--- config.mk ---
export PLATFORM = sky130hd
export DESIGN_NAME = shift_accumulator
export DESIGN_NICKNAME = d
export VERILOG_FILES = /design/src/rtl/shift_accumulator.sv
export SDC_FILE = /design/constraint.sdc
export NUM_CORES = 1
export LEC_CHECK = 0
export CAP_MARGIN = 20
export CELL_PAD_IN_SITES_DETAIL_PLACEMENT = 1
export CELL_PAD_IN_SITES_GLOBAL_PLACEMENT = 1
export CORE_MARGIN = 2
export CORE_UTILIZATION = 35
export CTS_BUF_LIST = sky130_fd_sc_hd__clkbuf_8 sky130_fd_sc_hd__clkbuf_16
export DETAILED_ROUTE_END_ITERATION = 8
export GPL_TIMING_DRIVEN = 0
export PLACE_DENSITY_LB_ADDON = 0.1
export SYNTH_ARGS = -nofsm -noshare
export SYNTH_HDL_FRONTEND = slang
export SYNTH_SLANG_ARGS = --single-unit
--- constraint.sdc ---
create_clock -name clk -period 7.6 [get_ports clk]
set_input_delay 0.76 -clock clk [delete_from_list [all_inputs] [get_ports clk]]
set_output_delay 0.76 -clock clk [all_outputs]
set_load 0.02 [all_outputs]
--- src/rtl/shift_accumulator.sv ---
// Sums groups of aligned partial products from the shifter and
// emits one registered result per group over a valid/ready handshake.
module shift_accumulator #(
  parameter int IN_W  = 32,
  parameter int ACC_W = 36,
  parameter bit SAT   = 1'b0
) (
  input  logic             clk,
  input  logic             reset,
  input  logic [IN_W-1:0]  in_data,
  input  logic             in_s,
  input  logic             in_valid,
  input  logic             in_last,
  output logic             in_ready,
  output logic [ACC_W-1:0] out_data,
  output logic             out_ovf,
  output logic             out_valid,
  input  logic             out_ready
);

  typedef enum logic [1:0] {
    S_IDLE,
    S_ACC,
    S_DONE
  } state_t;

  localparam logic [ACC_W-1:0] S_MAX =
    {1'b0, {(ACC_W-1){1'b1}}};
  localparam logic [ACC_W-1:0] S_MIN = ~S_MAX;
  localparam logic [ACC_W-1:0] U_MAX = '1;

  state_t           r_state;
  state_t           w_state_nx;
  logic [ACC_W-1:0] r_acc;
  logic [ACC_W-1:0] w_acc_nx;
  logic             r_sign;
  logic             w_sign_nx;
  logic             r_ovf;
  logic             w_ovf_nx;

  logic             w_accept;
  logic             w_first;
  logic             w_sgn;
  logic             w_xbit;
  logic [ACC_W-1:0] w_ext;
  logic [ACC_W:0]   w_sum;
  logic             w_add_ovf;
  logic [ACC_W-1:0] w_sat_val;
  logic [ACC_W-1:0] w_add_res;

  assign in_ready  = (r_state != S_DONE) || out_ready;
  assign out_valid = (r_state == S_DONE);
  assign out_data  = r_acc;
  assign out_ovf   = r_ovf;

  assign w_accept = in_valid && in_ready;
  // Any beat not landing in ACC starts a new group and uses in_s.
  assign w_first  = (r_state != S_ACC);
  assign w_sgn    = w_first ? in_s : r_sign;
  assign w_xbit   = w_sgn & in_data[IN_W-1];

  generate
    if (ACC_W > IN_W) begin : g_ext
      assign w_ext = {{(ACC_W-IN_W){w_xbit}}, in_data};
    end else begin : g_noext
      assign w_ext = in_data;
    end
  endgenerate

  assign w_sum = {1'b0, r_acc} + {1'b0, w_ext};

  always_comb begin
    w_add_ovf = 1'b0;
    w_sat_val = U_MAX;
    if (r_sign) begin
      w_add_ovf = (r_acc[ACC_W-1] == w_ext[ACC_W-1]) &&
                  (w_sum[ACC_W-1] != r_acc[ACC_W-1]);
      w_sat_val = r_acc[ACC_W-1] ? S_MIN : S_MAX;
    end else begin
      w_add_ovf = w_sum[ACC_W];
    end
    w_add_res = w_sum[ACC_W-1:0];
    if (SAT && w_add_ovf) begin
      w_add_res = w_sat_val;
    end
  end

  always_comb begin
    w_state_nx = r_state;
    w_acc_nx   = r_acc;
    w_sign_nx  = r_sign;
    w_ovf_nx   = r_ovf;
    unique case (r_state)
      S_IDLE, S_DONE: begin
        if (r_state == S_DONE && out_ready) begin
          w_state_nx = S_IDLE;
        end
        if (w_accept) begin
          w_acc_nx   = w_ext;
          w_sign_nx  = in_s;
          w_ovf_nx   = 1'b0;
          w_state_nx = in_last ? S_DONE : S_ACC;
        end
      end
      S_ACC: begin
        if (w_accept) begin
          w_acc_nx   = w_add_res;
          w_ovf_nx   = r_ovf | w_add_ovf;
          w_state_nx = in_last ? S_DONE : S_ACC;
        end
      end
      default: w_state_nx = S_IDLE;
    endcase
  end

  always_ff @(posedge clk or posedge reset) begin
    if (reset) begin
      r_state <= S_IDLE;
      r_acc   <= '0;
      r_sign  <= 1'b0;
      r_ovf   <= 1'b0;
    end else begin
      r_state <= w_state_nx;
      r_acc   <= w_acc_nx;
      r_sign  <= w_sign_nx;
      r_ovf   <= w_ovf_nx;
    end
  end

endmodule

==> results.py, run 1 <==
metrics = {
    "run_status": {
        "outcome": "completed",
    },
    "critical_path": {
        "cp-start-kind": "flop",
        "r2r_setup_slack_ns": 3.46,
        "critPathArrivalTime_ns": 4.34,
        "end_kind": "flop",
        "cp_max_fo": 10,
        "rr_worst_depth": 12,
        "r2r_end": "out_ovf$_DFFE_PP0P_",
        "cp.required_ns": 7.80,
        "critPathMostFrequentCell": "clkbuf_1",
        "critPathKind": "reg2reg",
        "crit_chain": "clkbuf_1 -> nand2b_1 -> clkbuf_1 -> nand2_1 -> a21boi_0 -> ha_1 -> o21ai_0 -> or2b_1 -> a31o_2 -> a41oi_2 -> mux2_4 -> o221a_1",
        "r2r-start": "r_state[1]$_DFFE_PP0P_",
        "max_stage_delay_ns": 0.53,
        "cpMaxStageDelayCell": "clkbuf_1",
    },
    "cells_and_area": {
        "drive_above_1_share_pct": 5.38,
        "final_common_cell": "clkdlybuf4s50_1",
        "final_cell_mix": "clkdlybuf4s50_1 (76), o21ai_0 (61), nand2_1 (59)",
        "syn_to_final_growth_pct": 27.5,
        "num-nets-final": 632,
        "antenna_cells": 0,
        "fin_util_pct": 45.2,
    },
    "grt": {
        "grt_max_degree": 26,
        "grt_use_total_pct": 23.3,
        "overflow": 0,
        "grt_pass1_wl_um": 21400,
        "grt_pass1_vias": 4251,
        "antenna_found_initial": 0,
    },
    "cts": {
        "postCtsHoldBufs": 0,
        "clk_latency_ns": 0.32,
        "post_cts_buffers": 0,
        "cts_buffer_depth": 2,
        "cts.clk_slew.worst_paths_ns": 0.10,
        "cts_tree": "done",
        "cts_sinks": 40,
        "h-tree-depth": 2,
        "cts_resized": 0,
        "cts-root-buf": "clkbuf_8",
        "cts_made_buffers": 5,
    },
    "sta": {
        "layout_setup_ws_ns": 3.46,
        "slew_violations": 0,
        "fin_worst_skew_ns": 0.0133,
        "timing.final.crit_share_pct": 54.5,
        "finalCriticalPeriod_ns": 4.14,
        "hold_viol": 0,
        "setup_viol": 0,
        "fmax_mhz": 241,
        "relSlewSlack_pct": 51.8,
        "rsz0062_at_grt": "no",
        "fin_setup_tns_ns": 0,
        "tightest_slew_ns": 0.722,
    },
    "floorplanning": {
        "core-area_sq_um": 10700,
        "die_height_um": 108,
        "die_w_um": 108,
        "pin_count": 77,
        "num_rows": 38,
        "dieArea_sq_um": 11700,
        "start_util_pct": 35.4,
    },
    "drt": {
        "drtIter0Drc": 95,
        "drtPass1Iterations": 4,
        "drt-wirelength-per-cell_um": 18.6,
        "viasPerCell": 5.72,
        "wl_um": 13000,
        "num_vias": 3992,
        "drc": 0,
        "ant_nets": 0,
    },
    "yosys": {
        "syn_nets": 548,
        "yosys_warnings": 0,
        "synthFlopType": "dfrtp_1",
        "synth.distinct_cells": 69,
        "seq_area_frac_synth_pct": 26.3,
        "yosys_register_bits": 40,
        "syn_area_sq_um": 3810,
        "synth_edf_count": 0,
        "synthCells": 473,
        "synth.avg_cell_area_sq_um": 8.05,
        "synthArstFlopShare_pct": 100,
    },
    "min_path": {
        "holdPathStages": 2,
        "holdCritStartpoint": "out_data[19]$_DFFE_PP0P_",
        "hold_path_class": "reg2reg",
        "hold_end": "out_data[19]$_DFFE_PP0P_",
    },
    "power_and_ir_drop": {
        "power_mw": 1.52,
        "ir_drop_v": 0.000128,
        "p_leak_nw": 2.01,
        "p_per_area_nw_per_um2": 313,
    },
    "job": {
        "maxCapViolCount": 0,
    },
    "place": {
        "dp_hpwl_um": 10300,
        "routabilityCongestion": 0.833,
        "dpl_worst_slack_ns": 3.51,
        "portBuffers": 76,
    },
}
## critical path, delay by kind of cell, from the launching register on
kind | cells | cell delay, ns
AND/OR/NAND/NOR | 3 | 0.63
flip-flops | 1 | 0.33
buffers and inverters | 2 | 0.84
adder cells (fa/ha/maj) | 1 | 0.40
multiplexers | 1 | 0.33
AO/OA/AOI/OAI | 5 | 1.48
## sequential cells by signal, summed over array words and instances (netlist names)
signal    cells
r_state       2
out_ovf       1
out_data     36
r_sign        1
## routing by layer
metal	up-vias	part of all wire [%]	GRT usage, %
li1	1946	-	-
met1	1968	47	30.1
met2	64	49	41.6
met3	14	2.6	2.77
met4	0	1.4	5.13
met5	-	0	0
## area by class of cell
class                      count  area [sq um]
fill                        1355          5890
multi-input combinational    404          2690
timing repair buffer          77           781
clock buffer                   6          82.6
clock inverter                 2          10.0
inverter                      11          41.3
sequential                    40          1000
buffer                        18          75.1
tap                          140           175
## through the flow
| stage | hold WS (ns) | instances | instance area [sq um] |
|---|---|---|---|
| 5_1_grt | 0.564 | 698 | 4860 |
| 4_1_cts | 0.526 | 698 | 4860 |
| 3_5_place_dp | 0.506 | 690 | 4760 |
| 6_report | 0.526 | 698 | 4860 |
| 3_3_place_gp | 0.491 | 689 | 4740 |
| 2_1_floorplan | 0.520 | 473 | 3810 |
## cell usage after synthesis (all sizes together) (3+ instances only)
library cell	count	area [sq um]
o21ai	61	305
nand2	59	221
a21oi	49	253
dfrtp	40	1000
ha	36	450
nor2	26	97.6
o22ai	18	113
clkbuf	14	52.6
xnor2	14	123
inv	11	41.3
a21o	10	75.1
nor2b	9	56.3
o21a	9	67.6
a211oi	8	70.1
or3	8	51.3
a21boi	6	56.3
o21bai	6	45.0
xor2	6	52.6
and3	5	31.3
nand2b	5	31.3
nor3	5	25.0
buf	4	22.5
nand3	4	20.0
nand4	4	31.3
nor3b	4	30.0
o211ai	4	30.0
a2111oi	3	32.5
a31oi	3	18.8
and2	3	20.0
mux2	3	37.5
## power by group
group	total, mW	leakage (nW)	switching (mW)	internal, mW
registers	0.340	0.477	0.0615	0.279
clock network	0.162	0.0510	0.0896	0.0728
logic	1.02	1.48	0.571	0.447
total	1.52	2.01	0.722	0.799
## worst max path at each step
stage	from	slack [ns]	endpoint	cells past startpoint
after floorplan	r_state[1]$_DFFE_PP0P_	4.30	out_ovf$_DFFE_PP0P_	12
after global placement	r_state[0]$_DFFE_PP0P_	3.57	out_ovf$_DFFE_PP0P_	12
after detailed placement	r_state[1]$_DFFE_PP0P_	3.51	out_ovf$_DFFE_PP0P_	12
after CTS	r_state[1]$_DFFE_PP0P_	3.43	out_ovf$_DFFE_PP0P_	12
after global routing	r_state[1]$_DFFE_PP0P_	3.13	out_ovf$_DFFE_PP0P_	12
final	r_state[1]$_DFFE_PP0P_	3.46	out_ovf$_DFFE_PP0P_	12
## logic make-up after synthesis
logic type	after synthesis	share of synthesized area, %
AO/OA/AOI/OAI	201	34.1
XOR/XNOR	20	4.60
adder cells (fa/ha/maj)	37	12.4
buffers and inverters	29	3.06
flip-flops	40	26.3
multiplexers	5	1.51
AND/OR/NAND/NOR	141	18.1
Power figures use the tool's default switching activity.
==> run 2, diff against run 1 <==
- clock period: 7.6 -> 3.8 ns (I/O delays scaled with it)
==> run 2 against run 1 <==
  * Flip-flop and latch count unchanged
  * Register-to-register slack lost 3.2 ns
  * Final area up 0.18%
  * Routed wire length increased by 0.15%
  * Critical path depth stayed put
  * Critical endpoint unchanged
  * Via count shrank 0.78%
  * Final cell count decreased by 0.14%
==> results.py, run 2 (synthesized netlist as in run 1, its figures left out) <==
metrics = {
    "run_status": {
        "outcome": "completed",
    },
    "floorplanning": {
        "start_util_pct": 35.4,
        "core-area_sq_um": 10700,
        "die_w_um": 108,
        "dieArea_sq_um": 11700,
        "die_height_um": 108,
        "num_rows": 38,
        "pin_count": 77,
    },
    "cts": {
        "cts_buffer_depth": 2,
        "cts_sinks": 40,
        "cts.clk_slew.worst_paths_ns": 0.10,
        "h-tree-depth": 2,
        "cts-root-buf": "clkbuf_8",
        "clk_latency_ns": 0.32,
        "cts_tree": "done",
        "cts_made_buffers": 5,
        "post_cts_buffers": 0,
    },
    "sta": {
        "relSlewSlack_pct": 55.2,
        "fin_setup_tns_ns": 0,
        "timing.final.crit_share_pct": 94.1,
        "hold_viol": 0,
        "layout_setup_ws_ns": 0.224,
        "fmax_mhz": 280,
        "fin_worst_skew_ns": 0.0135,
        "slew_violations": 0,
        "setup_viol": 0,
        "tightest_slew_ns": 0.672,
        "finalCriticalPeriod_ns": 3.58,
    },
    "grt": {
        "overflow": 0,
        "grt_max_degree": 26,
        "antenna_found_initial": 0,
        "grt_pass1_vias": 4255,
        "grt_pass1_wl_um": 21400,
        "grt_use_total_pct": 23.3,
    },
    "cells_and_area": {
        "num-nets-final": 631,
        "drive_above_1_share_pct": 5.92,
        "final_cell_mix": "clkdlybuf4s50_1 (76), o21ai_0 (61), nand2_1 (59)",
        "fin_util_pct": 45.3,
        "antenna_cells": 0,
        "stdcell_count": 697,
        "largest_reg_flops": 36,
        "syn_to_final_growth_pct": 27.8,
        "final_common_cell": "clkdlybuf4s50_1",
    },
    "critical_path": {
        "critPathKind": "reg2reg",
        "critPathLaunch": "r_state[0]$_DFFE_PP0P_",
        "critPathArrivalTime_ns": 3.77,
        "cp.required_ns": 4.00,
        "r2r_setup_slack_ns": 0.22,
        "crit_chain": "clkbuf_1 -> nand2b_1 -> buf_2 -> nand2_1 -> a21boi_2 -> ha_1 -> o21ai_0 -> or2b_1 -> a31o_2 -> a41oi_2 -> mux2_4 -> o221a_1",
        "max_stage_delay_ns": 0.39,
        "r2r_end": "out_ovf$_DFFE_PP0P_",
        "cp-start-kind": "flop",
        "r2r-start": "r_state[0]$_DFFE_PP0P_",
        "end_kind": "flop",
        "cpMaxStageDelayCell": "dfrtp_1",
        "cp_max_fo": 10,
        "rr_worst_depth": 12,
    },
    "power_and_ir_drop": {
        "p_leak_nw": 2.02,
        "ir_drop_v": 0.000254,
        "p_per_area_nw_per_um2": 626,
    },
    "place": {
        "portBuffers": 76,
        "dpl_worst_slack_ns": -0.292,
        "routabilityCongestion": 0.833,
        "dp_hpwl_um": 10300,
        "place_inst": 690,
    },
    "drt": {
        "viasPerCell": 5.68,
        "num_vias": 3961,
        "wl_um": 13000,
        "drtPass1Iterations": 4,
        "drc": 0,
        "drt-wirelength-per-cell_um": 18.6,
        "drtIter0Drc": 118,
        "ant_nets": 0,
    },
    "job": {
        "maxCapViolCount": 0,
    },
    "min_path": {
        "hold_path_class": "in2async",
    },
}
## run 2: cell type report
class	instances	area, sq um
Buffer	17	72.6
Clock buffer	6	82.6
Clock inverter	2	10.0
Fill cell	1357	5880
Inverter	11	41.3
Multi-Input combinational cell	404	2700
Sequential cell	40	1000
Tap cell	140	175
Timing Repair Buffer	77	781
## run 2: how the worst max path moves through the flow
stage | end | slack, ns
floorplan | out_ovf$_DFFE_PP0P_ | 0.50
global placement | out_ovf$_DFFE_PP0P_ | -0.23
detailed placement | out_ovf$_DFFE_PP0P_ | -0.29
CTS | out_ovf$_DFFE_PP0P_ | 0.03
global route | out_ovf$_DFFE_PP0P_ | -0.002
finish | out_ovf$_DFFE_PP0P_ | 0.22
## run 2: worst max-delay path: cells and delay by family, from the launching register on
kind,cells,cell delay (ns)
AO/OA/AOI/OAI,5,1.22
AND/OR/NAND/NOR,3,0.62
buffers and inverters,2,0.58
flip-flops,1,0.39
adder cells (fa/ha/maj),1,0.33
multiplexers,1,0.33
## run 2: what timing repair did
| item | CTS | global route |
|---|---|---|
| setup endpoints to repair | 2 | 1 |
| hold buffers | 0 | 0 |
| resized for setup | 3 | 3 |
## run 2: per-stage QoR
stage	instance area, sq um	power, mW	hold WS, ns
after detailed placement	4760	2.72	0.506
final	4860	3.05	0.361
after global placement	4740	2.67	0.491
after global routing	4860	3.32	0.396
after floorplan	3810	2.05	0.492
after CTS	4860	3.06	0.372
## run 2: routing by layer
layer	track usage, %	vias to the layer above	routed length [um]
met2	41.7	56	6420
met1	30.1	1956	6110
met5	0	-	0
li1	-	1938	-
met3	2.77	11	309
met4	4.95	0	148
## run 2: where the power goes
group          leakage (nW)  internal (mW)  total (mW)  switching (mW)
clock network        0.0510          0.146       0.325           0.180
logic                  1.49          0.897        2.04            1.14
registers             0.477          0.558       0.685           0.127
